<file path="src/rtl/cpu_run_ctrl_if.sv">
// Control/status bundle between a host (board switches, debug logic) and cpu_run_ctrl.
//   master : drives run controls, breakpoint/match setup and core observation inputs
//   slave  : the controller; drives core reset/enable, state, flags and instruction count
interface cpu_run_ctrl_if #(
    parameter int unsigned DIV_W   = 26,
    parameter int unsigned PC_W    = 8,
    parameter int unsigned MATCH_W = 8,
    parameter int unsigned CNT_W   = 16
);
    logic [DIV_W-1:0]   div_value;
    logic               start;
    logic               stop;
    logic               step;
    logic               soft_rst;
    logic               clr_flags;
    logic               bp_en;
    logic [PC_W-1:0]    bp_addr;
    logic [PC_W-1:0]    pc;
    logic               match_en;
    logic [MATCH_W-1:0] match_value;
    logic [MATCH_W-1:0] match_data;

    logic               cpu_rst;
    logic               cpu_en;
    logic [1:0]         state;
    logic               bp_hit;
    logic               match_hit;
    logic [CNT_W-1:0]   instr_count;

    modport master (
        output div_value, start, stop, step, soft_rst, clr_flags,
               bp_en, bp_addr, pc, match_en, match_value, match_data,
        input  cpu_rst, cpu_en, state, bp_hit, match_hit, instr_count
    );

    modport slave (
        input  div_value, start, stop, step, soft_rst, clr_flags,
               bp_en, bp_addr, pc, match_en, match_value, match_data,
        output cpu_rst, cpu_en, state, bp_hit, match_hit, instr_count
    );
endinterface

</file>
<file path="src/rtl/cpu_run_ctrl.sv">
// Run/step controller for the single-cycle LegV8 core. The core runs on the system clock and
// advances only on cycles where cpu_en is high; cpu_en is a clock-enable, never a clock.
// Ports:
//   clk   : system clock
//   rst_n : asynchronous active-low reset
//   bus   : cpu_run_ctrl_if slave (run controls, breakpoint, data match, core reset/enable,
//           state HOLD=0/HALTED=1/RUN=2/STEP=3, sticky flags, saturating instruction count)
module cpu_run_ctrl #(
    parameter int unsigned DIV_W      = 26,
    parameter int unsigned PC_W       = 8,
    parameter int unsigned MATCH_W    = 8,
    parameter int unsigned CNT_W      = 16,
    parameter int unsigned RST_CYCLES = 4
) (
    input logic           clk,
    input logic           rst_n,
    cpu_run_ctrl_if.slave bus
);
    localparam int unsigned       HOLD_W    = (RST_CYCLES > 1) ? $clog2(RST_CYCLES) : 1;
    localparam logic [HOLD_W-1:0] HOLD_LAST = HOLD_W'(RST_CYCLES - 1);
    localparam logic [CNT_W-1:0]  CNT_MAX   = '1;

    typedef enum logic [1:0] {
        StHold   = 2'd0,
        StHalted = 2'd1,
        StRun    = 2'd2,
        StStep   = 2'd3
    } state_e;

    state_e             state_q, state_d;
    logic [HOLD_W-1:0]  hold_cnt_q, hold_cnt_d;
    logic [DIV_W-1:0]   div_cnt_q, div_cnt_d;
    logic               first_tick_q, first_tick_d;
    logic               bp_hit_q, bp_hit_d;
    logic               match_hit_q, match_hit_d;
    logic [CNT_W-1:0]   instr_count_q, instr_count_d;

    logic tick;
    logic pc_eq;
    logic match_eq;
    logic bp_block;
    logic bp_set;
    logic match_set;
    logic leave_halted;
    logic cpu_en;

    assign tick     = (state_q == StRun) && (div_cnt_q == bus.div_value);
    assign pc_eq    = (PC_W'(bus.pc) == PC_W'(bus.bp_addr));
    assign match_eq = (MATCH_W'(bus.match_data) == MATCH_W'(bus.match_value));

    // The first tick after entering RUN is exempt so the core can step off a breakpoint.
    assign bp_block     = tick && !first_tick_q && bus.bp_en && pc_eq;
    assign bp_set       = bp_block && !bus.stop && !bus.soft_rst;
    assign match_set    = (state_q != StHold) && bus.match_en && match_eq;
    assign leave_halted = (state_q == StHalted) && (bus.start || bus.step);

    always_comb begin
        state_d      = state_q;
        hold_cnt_d   = hold_cnt_q;
        div_cnt_d    = '0;
        first_tick_d = first_tick_q;
        cpu_en       = 1'b0;

        unique case (state_q)
            StHold: begin
                if (hold_cnt_q == HOLD_LAST) begin
                    state_d    = StHalted;
                    hold_cnt_d = '0;
                end else begin
                    hold_cnt_d = hold_cnt_q + HOLD_W'(1);
                end
            end
            StHalted: begin
                if (bus.start) begin
                    state_d      = StRun;
                    first_tick_d = 1'b1;
                end else if (bus.step) begin
                    state_d = StStep;
                end
            end
            StRun: begin
                if (bus.stop) begin
                    state_d = StHalted;
                end else if (tick) begin
                    first_tick_d = 1'b0;
                    if (bp_block) begin
                        state_d = StHalted;
                    end else begin
                        cpu_en = 1'b1;
                    end
                end else begin
                    // Wraps through 2^DIV_W-1 if div_value was lowered below the count.
                    div_cnt_d = div_cnt_q + DIV_W'(1);
                end
            end
            StStep: begin
                cpu_en  = 1'b1;
                state_d = StHalted;
            end
            default: state_d = StHold;
        endcase

        if (bus.soft_rst) begin
            state_d    = StHold;
            hold_cnt_d = '0;
            div_cnt_d  = '0;
            cpu_en     = 1'b0;
        end
    end

    always_comb begin
        bp_hit_d      = bp_hit_q;
        match_hit_d   = match_hit_q;
        instr_count_d = instr_count_q;

        // Clears first so a same-cycle set event wins.
        if (bus.clr_flags || leave_halted) bp_hit_d = 1'b0;
        if (bus.clr_flags) match_hit_d = 1'b0;
        if (bp_set) bp_hit_d = 1'b1;
        if (match_set) match_hit_d = 1'b1;

        if (cpu_en && (instr_count_q != CNT_MAX)) instr_count_d = instr_count_q + CNT_W'(1);

        if (state_d == StHold) begin
            bp_hit_d      = 1'b0;
            match_hit_d   = 1'b0;
            instr_count_d = '0;
        end
    end

    always_ff @(posedge clk or negedge rst_n) begin
        if (!rst_n) begin
            state_q       <= StHold;
            hold_cnt_q    <= '0;
            div_cnt_q     <= '0;
            first_tick_q  <= 1'b0;
            bp_hit_q      <= 1'b0;
            match_hit_q   <= 1'b0;
            instr_count_q <= '0;
        end else begin
            state_q       <= state_d;
            hold_cnt_q    <= hold_cnt_d;
            div_cnt_q     <= div_cnt_d;
            first_tick_q  <= first_tick_d;
            bp_hit_q      <= bp_hit_d;
            match_hit_q   <= match_hit_d;
            instr_count_q <= instr_count_d;
        end
    end

    assign bus.cpu_rst     = (state_q == StHold);
    assign bus.cpu_en      = cpu_en;
    assign bus.state       = state_q;
    assign bus.bp_hit      = bp_hit_q;
    assign bus.match_hit   = match_hit_q;
    assign bus.instr_count = instr_count_q;
endmodule

</file>
<file path="src/flat_wrapper.sv">
// flat-port wrapper written by rule: the top's interface ports become plain ports
module cpu_run_ctrl_flat 
#(
    parameter int unsigned DIV_W      = 26,
    parameter int unsigned PC_W       = 8,
    parameter int unsigned MATCH_W    = 8,
    parameter int unsigned CNT_W      = 16,
    parameter int unsigned RST_CYCLES = 4
)
  (clk, rst_n, bus_div_value, bus_start, bus_stop, bus_step, bus_soft_rst, bus_clr_flags, bus_bp_en, bus_bp_addr, bus_pc, bus_match_en, bus_match_value, bus_match_data, bus_cpu_rst, bus_cpu_en, bus_state, bus_bp_hit, bus_match_hit, bus_instr_count);
  cpu_run_ctrl_if #(.DIV_W(DIV_W), .PC_W(PC_W), .MATCH_W(MATCH_W), .CNT_W(CNT_W)) bus_i ();
  input logic clk;
  input logic rst_n;
  input wire logic [$bits(bus_i.div_value)-1:0] bus_div_value;
  input wire logic [$bits(bus_i.start)-1:0] bus_start;
  input wire logic [$bits(bus_i.stop)-1:0] bus_stop;
  input wire logic [$bits(bus_i.step)-1:0] bus_step;
  input wire logic [$bits(bus_i.soft_rst)-1:0] bus_soft_rst;
  input wire logic [$bits(bus_i.clr_flags)-1:0] bus_clr_flags;
  input wire logic [$bits(bus_i.bp_en)-1:0] bus_bp_en;
  input wire logic [$bits(bus_i.bp_addr)-1:0] bus_bp_addr;
  input wire logic [$bits(bus_i.pc)-1:0] bus_pc;
  input wire logic [$bits(bus_i.match_en)-1:0] bus_match_en;
  input wire logic [$bits(bus_i.match_value)-1:0] bus_match_value;
  input wire logic [$bits(bus_i.match_data)-1:0] bus_match_data;
  output wire logic [$bits(bus_i.cpu_rst)-1:0] bus_cpu_rst;
  output wire logic [$bits(bus_i.cpu_en)-1:0] bus_cpu_en;
  output wire logic [$bits(bus_i.state)-1:0] bus_state;
  output wire logic [$bits(bus_i.bp_hit)-1:0] bus_bp_hit;
  output wire logic [$bits(bus_i.match_hit)-1:0] bus_match_hit;
  output wire logic [$bits(bus_i.instr_count)-1:0] bus_instr_count;
  assign bus_i.div_value = bus_div_value;
  assign bus_i.start = bus_start;
  assign bus_i.stop = bus_stop;
  assign bus_i.step = bus_step;
  assign bus_i.soft_rst = bus_soft_rst;
  assign bus_i.clr_flags = bus_clr_flags;
  assign bus_i.bp_en = bus_bp_en;
  assign bus_i.bp_addr = bus_bp_addr;
  assign bus_i.pc = bus_pc;
  assign bus_i.match_en = bus_match_en;
  assign bus_i.match_value = bus_match_value;
  assign bus_i.match_data = bus_match_data;
  assign bus_cpu_rst = bus_i.cpu_rst;
  assign bus_cpu_en = bus_i.cpu_en;
  assign bus_state = bus_i.state;
  assign bus_bp_hit = bus_i.bp_hit;
  assign bus_match_hit = bus_i.match_hit;
  assign bus_instr_count = bus_i.instr_count;
  cpu_run_ctrl #(.DIV_W(DIV_W), .PC_W(PC_W), .MATCH_W(MATCH_W), .CNT_W(CNT_W), .RST_CYCLES(RST_CYCLES)) u_core (.clk(clk), .rst_n(rst_n), .bus(bus_i));
endmodule
</file>
<file path="config.mk">
export PLATFORM = sky130hd
export DESIGN_NAME = cpu_run_ctrl_flat
export DESIGN_NICKNAME = d
export VERILOG_FILES = /design/src/rtl/cpu_run_ctrl_if.sv /design/src/rtl/cpu_run_ctrl.sv /design/src/flat_wrapper.sv
export SDC_FILE = /design/constraint.sdc
export NUM_CORES = 1
export LEC_CHECK = 0
export ABC_AREA = 1
export CAP_MARGIN = 20
export CELL_PAD_IN_SITES_DETAIL_PLACEMENT = 1
export CELL_PAD_IN_SITES_GLOBAL_PLACEMENT = 1
export CORE_AREA = 4 4 105 107
export DETAILED_ROUTE_END_ITERATION = 8
export DIE_AREA = 0 0 109 111
export PLACE_DENSITY_LB_ADDON = 0.12
export RECOVER_POWER = 50
export SYNTH_ARGS = -nofsm -noshare
export SYNTH_HDL_FRONTEND = slang
export SYNTH_SLANG_ARGS = --single-unit
</file>
<file path="constraint.sdc">
create_clock -name clk -period 1.9 [get_ports clk]
set_input_delay 0.19 -clock clk [delete_from_list [all_inputs] [get_ports clk]]
set_output_delay 0.19 -clock clk [all_outputs]
set_load 0.05 [all_outputs]
</file>
==> results.toml, run 1 <==
[worst_setup_path]
cp-end-kind = "output port"
cp_top_family = "simple AND/OR/NAND/NOR gates"
critPathKind = "flop to output port"
crit_top_cell = "nand2_1"
cp_max_fo = 3
cp.buffers_inverters = 2
worstPathCellList = "inv_2 > nand2_1 > nand2_1 > nor2_1 > nand2_1 > nor2_1 > nand2_2 > nor2_4 > nand2_2 > nand2_4 > nand2_4 > nor2_4 > buf_12"
start_kind = "flop"
crit_path_top_delay_cell = "dfrtp_1"
critPathArrivalTime_ns = 1.93
slowest_delay_ns = 0.45
r2r_slack_ns = -0.10
worstPathRequired_ns = 1.71

[clocking]
tritoncts = "done"
root_buffer = "clkbuf_8"
clockBufferDepth = 2
cts_num_sinks = 49
h-tree-depth = 2
cts_buffers = 5
clk_latency_ns = 0.31
clkTransAtPathRegs_ns = 0.09

[timing]
skew_ns = 0.00948
relSlewSlack_pct = 23.7
worstMarginPinSlew_ns = 1.15
hold_viol = 0
clock.fmax_mhz = 471
finalSetupViolations = 18
period_share_pct = 112
worst_slack_ns = -0.224
drv_slew = 0
rsz0062_at_grt = "yes"
fin_crit_ns = 2.12

[logic_synthesis]
synth_most_common_cell = "nand2_1"
synth_edf_count = 0
netlist_top_cells_count = "nand2_1, nor2_1, inv_1"
synth_top_area_share_pct = 35.2
netlist_top_cells_area = "dfrtp_1, nand2_1, nor2_1"
synth_area_leader_cell = "dfrtp_1"
synthArstFlopShare_pct = 100
ys_seq_area_share_pct = 35.2
synth_area_um2 = 3480
ys_warn_count = 0
synthesis.nets = 590
synth_cell_type_count = 36
ys.flop_type = "dfrtp_1"
synth_area_per_cell_um2 = 6.69
syn_inst = 520
ys_ff_latch = 49

[status]
violations = "negative setup slack"
outcome = "finished, violations left"

[layout]
final-seq-area_um2 = 1240
drive_above_1_share_pct = 22.0
nets = 755
syn_to_final_growth_pct = 55.8
num_antenna_cells = 0
fillers = 1296
finalInstanceArea_um2 = 5420
fin_cells = 822
multi_input_area_um2 = 2140

[floorplan]
start_util_pct = 34.3
io_pins = 89
dieArea_um2 = 12100
die_w_um = 109
die_h_um = 111
num_rows = 37
fp.coreArea_um2 = 10100

[routing]
drt-initial-drc-count = 118
drc_errors = 0
wl_per_cell_um = 14.7
vias = 3879
wl_um = 12100
ant_nets = 0
routed_via_density = 4.72
detail_route.first_pass.iterations = 4

[global_routing]
grt_antenna_before_repair = 0
overflow = 0
grt_pass1_vias = 3955
grt_max_degree = 33
grt_pass1_wl_um = 19200
grt_usage_pct = 19.6

[placed_design]
place.gp.congestion = 0.859
pre_cts_ws_ns = -0.298
hpwl_um = 9040
place_area_um2 = 4970
placedCellCount = 792
portBuffers = 88

[power_and_ir_drop]
cellLeakagePower_uw = 0.00248
cellPowerDensity_nw_per_um2 = 412
ir_drop_uv = 217

[job]
maxCapViolations = 0

[worst_hold_path]
hp-class = "flop to flop"
final cells by class:
cell class                      instances  share of cell area [%]
Sequential cell                        49                    22.9
Clock buffer                            8                    1.66
Timing Repair Buffer                  164                    28.0
Tap cell                              136                    3.14
Multi-Input combinational cell        395                    39.5
Inverter                               70                    4.85
path summary, 6_finish.rpt:
kind                                       from                        end  cells after the start
setup / recovery           u_core.div_cnt_q[10]                 bus_cpu_en                     13
hold / removal             u_core.hold_cnt_q[0]       u_core.hold_cnt_q[0]                      1
setup reg to reg           u_core.div_cnt_q[10]  u_core.bus.instr_count[9]                     15
hold reg to reg            u_core.hold_cnt_q[0]       u_core.hold_cnt_q[0]                      1
max in group asynchronous                 rst_n        u_core.bus.state[1]                      3
min in group asynchronous                 rst_n       u_core.div_cnt_q[14]                      2
per-layer routing:
layer  vias to the layer above  wire length [µm]  GRT usage (%)
li1                       1949                 -              -
met1                      1851              5490           26.3
met2                        69              5960           33.2
met3                        10               512           3.32
met4                         0               144           3.45
met5                         -                 0              0
worst register-to-register path: stages (launching register included):
cell,delay [ns]
dfrtp_1,0.45
inv_2,0.04
nand2_1,0.07
nand2_1,0.05
nor2_1,0.15
nand2_1,0.07
nor2_1,0.13
nand2_2,0.10
nor2_4,0.11
nand2_2,0.07
nand2_4,0.08
buf_4,0.13
nand3_4,0.13
buf_6,0.18
nand3_1,0.08
nand2_1,0.07
metrics by stage:
step | power [µW] | hold WS [ns] | utilization (%) | setup TNS, ns
after floorplan | 1310 | -0.106 | - | 0
after global placement | 1550 | 0.175 | 49.1 | -3.67
after detailed placement | 1570 | 0.177 | 49.1 | -5.94
after CTS | 2260 | 0.385 | 50.8 | -0.447
after global routing | 2350 | 0.515 | 53.5 | -8.99
final | 2240 | 0.499 | 53.5 | -1.39
timing repair:
item / 4_1_cts / 5_1_grt
setup buffers: 5 / 14
setup endpoints to repair: 20 / 28
gates cloned: 0 / 2
endpoints found under the hold margin: 17 / 0
hold buffers: 1 / 0
gates resized for setup: 13 / 39
pin swaps: 10 / 14
power breakdown:
group          internal [µW]  total [µW]  switching [µW]  leakage [µW]
Sequential              1070        1080            15.9      0.000660
Clock                    299         685             386     0.0000455
Combinational            232         467             236       0.00178
state kept, by name, summed over array words and instances (netlist names):
register and flops:
u_core.div_cnt_q 26, u_core.bus.instr_count 16, u_core.bus.state 2, u_core.hold_cnt_q 2, u_core.bus.bp_hit 1, u_core.bus.match_hit 1
u_core.first_tick_q 1
layout by cell type, fill, tap and decap left out, drive strengths merged, types with 8 or more instances in the layout:
master         synthesis  routed
nand2                162     162
nand4                 13      13
clkbuf                 2      11
a21oi                  8       8
nand3                 32      32
clkdlybuf4s50          0      83
nor3                  19      19
xnor2                  9       9
o21ai                 10      10
buf                    4      75
dfrtp                 49      49
nor2                  91      91
xor2                  29      29
inv                   70      70
logic make-up (layout without fill, tap and decap cells):
kind of cell / after synthesis / after routing / synth area share [%]
flip-flops: 49 / 49 / 35.2
adder cells (fa/ha/maj): 3 / 3 / 1.08
XOR/XNOR: 38 / 38 / 9.56
buffers and inverters: 76 / 242 / 8.70
AND/OR/NAND/NOR: 332 / 332 / 41.7
AO/OA/AOI/OAI: 22 / 22 / 3.70
No activity file was read; power rests on OpenSTA's default activity.
==> run 2, diff against run 1 <==
--- a/config.mk
+++ b/config.mk
@@ -17,3 +17,4 @@
 export SYNTH_ARGS = -nofsm -noshare
 export SYNTH_HDL_FRONTEND = slang
 export SYNTH_SLANG_ARGS = --single-unit
+export TNS_END_PERCENT = 50
==> run 2 against run 1 <==
Compared with the run above:
- the flow still finishes with violations (negative setup slack)
- worst hold slack about the same
- sequential share of layout area rose by 0.65 points
- flip-flop and latch count did not move
- setup slack gained 0.0040 ns
- final cell count down 1.1%
- first-iteration DRC count fell by 20%
- register-to-register slack better by 0.02 ns
- design area down 2.9%
- combinational power about the same
- critical path depth did not move
- total power hardly changed
- sequential power barely moved
- largest cell class unchanged
==> results.toml, run 2 (synthesized netlist as in run 1, its figures left out) <==
[worst_setup_path]
critPathKind = "flop to output port"
start_kind = "flop"
cp-end-kind = "output port"
worstPathRequired_ns = 1.71
r2r_cells = 15
critPathArrivalTime_ns = 1.93
cp_max_fo = 3

[placed_design]
place.gp.congestion = 0.859
hpwl_um = 9040
pre_cts_ws_ns = -0.298
portBuffers = 88

[layout]
largest_register_ffs = 26
drive_above_1_share_pct = 19.8
final_common_cell = "nand2_1"
fillers = 1320
syn_to_final_growth_pct = 51.3
num_antenna_cells = 0
mostFrequentLayoutCells = "nand2_1, clkdlybuf4s50_1, nor2_1"
largest-register = "u_core.div_cnt_q"
final_util_pct = 52.0
nets = 746

[routing]
drt-initial-drc-count = 94
wl_per_cell_um = 14.2
ant_nets = 0
vias = 3841
drc_errors = 0
detail_route.first_pass.iterations = 4
wl_um = 11600
routed_via_density = 4.72

[timing]
worst_slack_ns = -0.220
hold_viol = 0
fin_tns_setup_ns = -1.21
period_share_pct = 112
rsz0062_at_grt = "yes"
skew_ns = 0.0113
clock.fmax_mhz = 472
relSlewSlack_pct = 25.2
holdWs_ns = 0.499
drv_slew = 0
worstMarginPinSlew_ns = 1.12
fin_crit_ns = 2.12
finalSetupViolations = 16

[power_and_ir_drop]
power.internal_uw = 1600
power.total_uw = 2230
power_frac_comb_pct = 20.9
pwr-share-seq_pct = 48.5
clock_power_share_pct = 30.6
cellPowerDensity_nw_per_um2 = 424
switchingPower_uw = 637
switching_share_pct = 28.5
cellLeakagePower_uw = 0.00237
ir_drop_uv = 249

[global_routing]
overflow = 0
grt_usage_pct = 19.6
grt_pass1_vias = 3955
grt_pass1_wl_um = 19200
grt_max_degree = 33
grt_antenna_before_repair = 0

[worst_hold_path]
hp-class = "flop to flop"
min_delay_path_depth = 1

[clocking]
cts_num_sinks = 49
clk_latency_ns = 0.31
clkTransAtPathRegs_ns = 0.09
tritoncts = "done"
root_buffer = "clkbuf_8"
cts_buffers = 5
clockBufferDepth = 2
h-tree-depth = 2

[status]
violations = "negative setup slack"
outcome = "finished, violations left"

[floorplan]
num_rows = 37
die_w_um = 109
dieArea_um2 = 12100
die_h_um = 111
fp.coreArea_um2 = 10100
io_pins = 89
start_util_pct = 34.3

[job]
maxCapViolations = 0
-- run 2: cell count changes in the layout (fill, tap and decap cells not counted), moves of 2 or more --
cell	previous run	this run
nor2_4	5	3
nor2_1	81	79
nand3_1	27	29
nor3_4	3	1
nor3_1	12	14
buf_4	67	60
nand2_1	147	149
nor2_2	5	9
-- run 2: per-stage QoR --
stage          instance area, µm²  cells
4_1_cts                      5150    806
3_3_place_gp                 4970    792
6_report                     5270    813
3_5_place_dp                 4970    792
2_1_floorplan                3530    520
5_1_grt                      5270    813
-- run 2: worst max-delay path, cell delays in order, from the launching register on --
cell and delay [ns]:
dfrtp_1 0.45, inv_2 0.04, nand2_1 0.07, nand2_1 0.05
nor2_1 0.15, nand2_1 0.07, nor2_1 0.13, nand2_2 0.10
nor2_4 0.11, nand2_2 0.07, nand2_4 0.08, nand2_4 0.05
nor2_4 0.10, buf_12 0.15
-- run 2: cell type report --
type	instances	area [µm²]	share of cell area [%]
Inverter	70	263	4.99
Clock buffer	8	90.1	1.71
Sequential cell	49	1240	23.5
Tap cell	136	170	3.23
Timing Repair Buffer	155	1430	27.1
Multi-Input combinational cell	395	2080	39.4
-- run 2: path summary, 6_finish.rpt --
check / startpoint / end / slack (ns)
max in group asynchronous: rst_n / u_core.div_cnt_q[6] / 0.08
worst min register to register: u_core.hold_cnt_q[0] / u_core.hold_cnt_q[0] / 0.50
min in group asynchronous: rst_n / u_core.div_cnt_q[2] / 0.62
worst max register to register: u_core.div_cnt_q[10] / u_core.bus.instr_count[6] / -0.08
worst max-delay path: u_core.div_cnt_q[10] / bus_cpu_en / -0.22
worst min-delay path: u_core.hold_cnt_q[0] / u_core.hold_cnt_q[0] / 0.50
-- run 2: repair_timing --
action | in CTS | in global routing
hold buffers | 1 | 0
pin swaps | 10 | 5
buffers inserted | 5 | 7
resized for setup | 13 | 22
endpoints found under the setup margin | 20 | 28
hold endpoints to repair | 17 | 0
-- run 2: power by group through the flow --
stage | Combinational (µW) | Sequential (µW) | Clock [µW]
2_1_floorplan | 191 | 1110 | 0
3_3_place_gp | 450 | 1100 | 0
3_5_place_dp | 462 | 1100 | 0
4_1_cts | 473 | 1080 | 702
5_1_grt | 521 | 1090 | 737
6_report | 467 | 1080 | 684
-- run 2: metal layers --
layer	global-route usage [%]	vias to the layer above	part of all wire, %
li1	-	1930	-
met1	26.3	1825	45
met2	33.2	80	49
met3	3.32	6	4.8
met4	3.45	0	0.95
met5	0	-	0
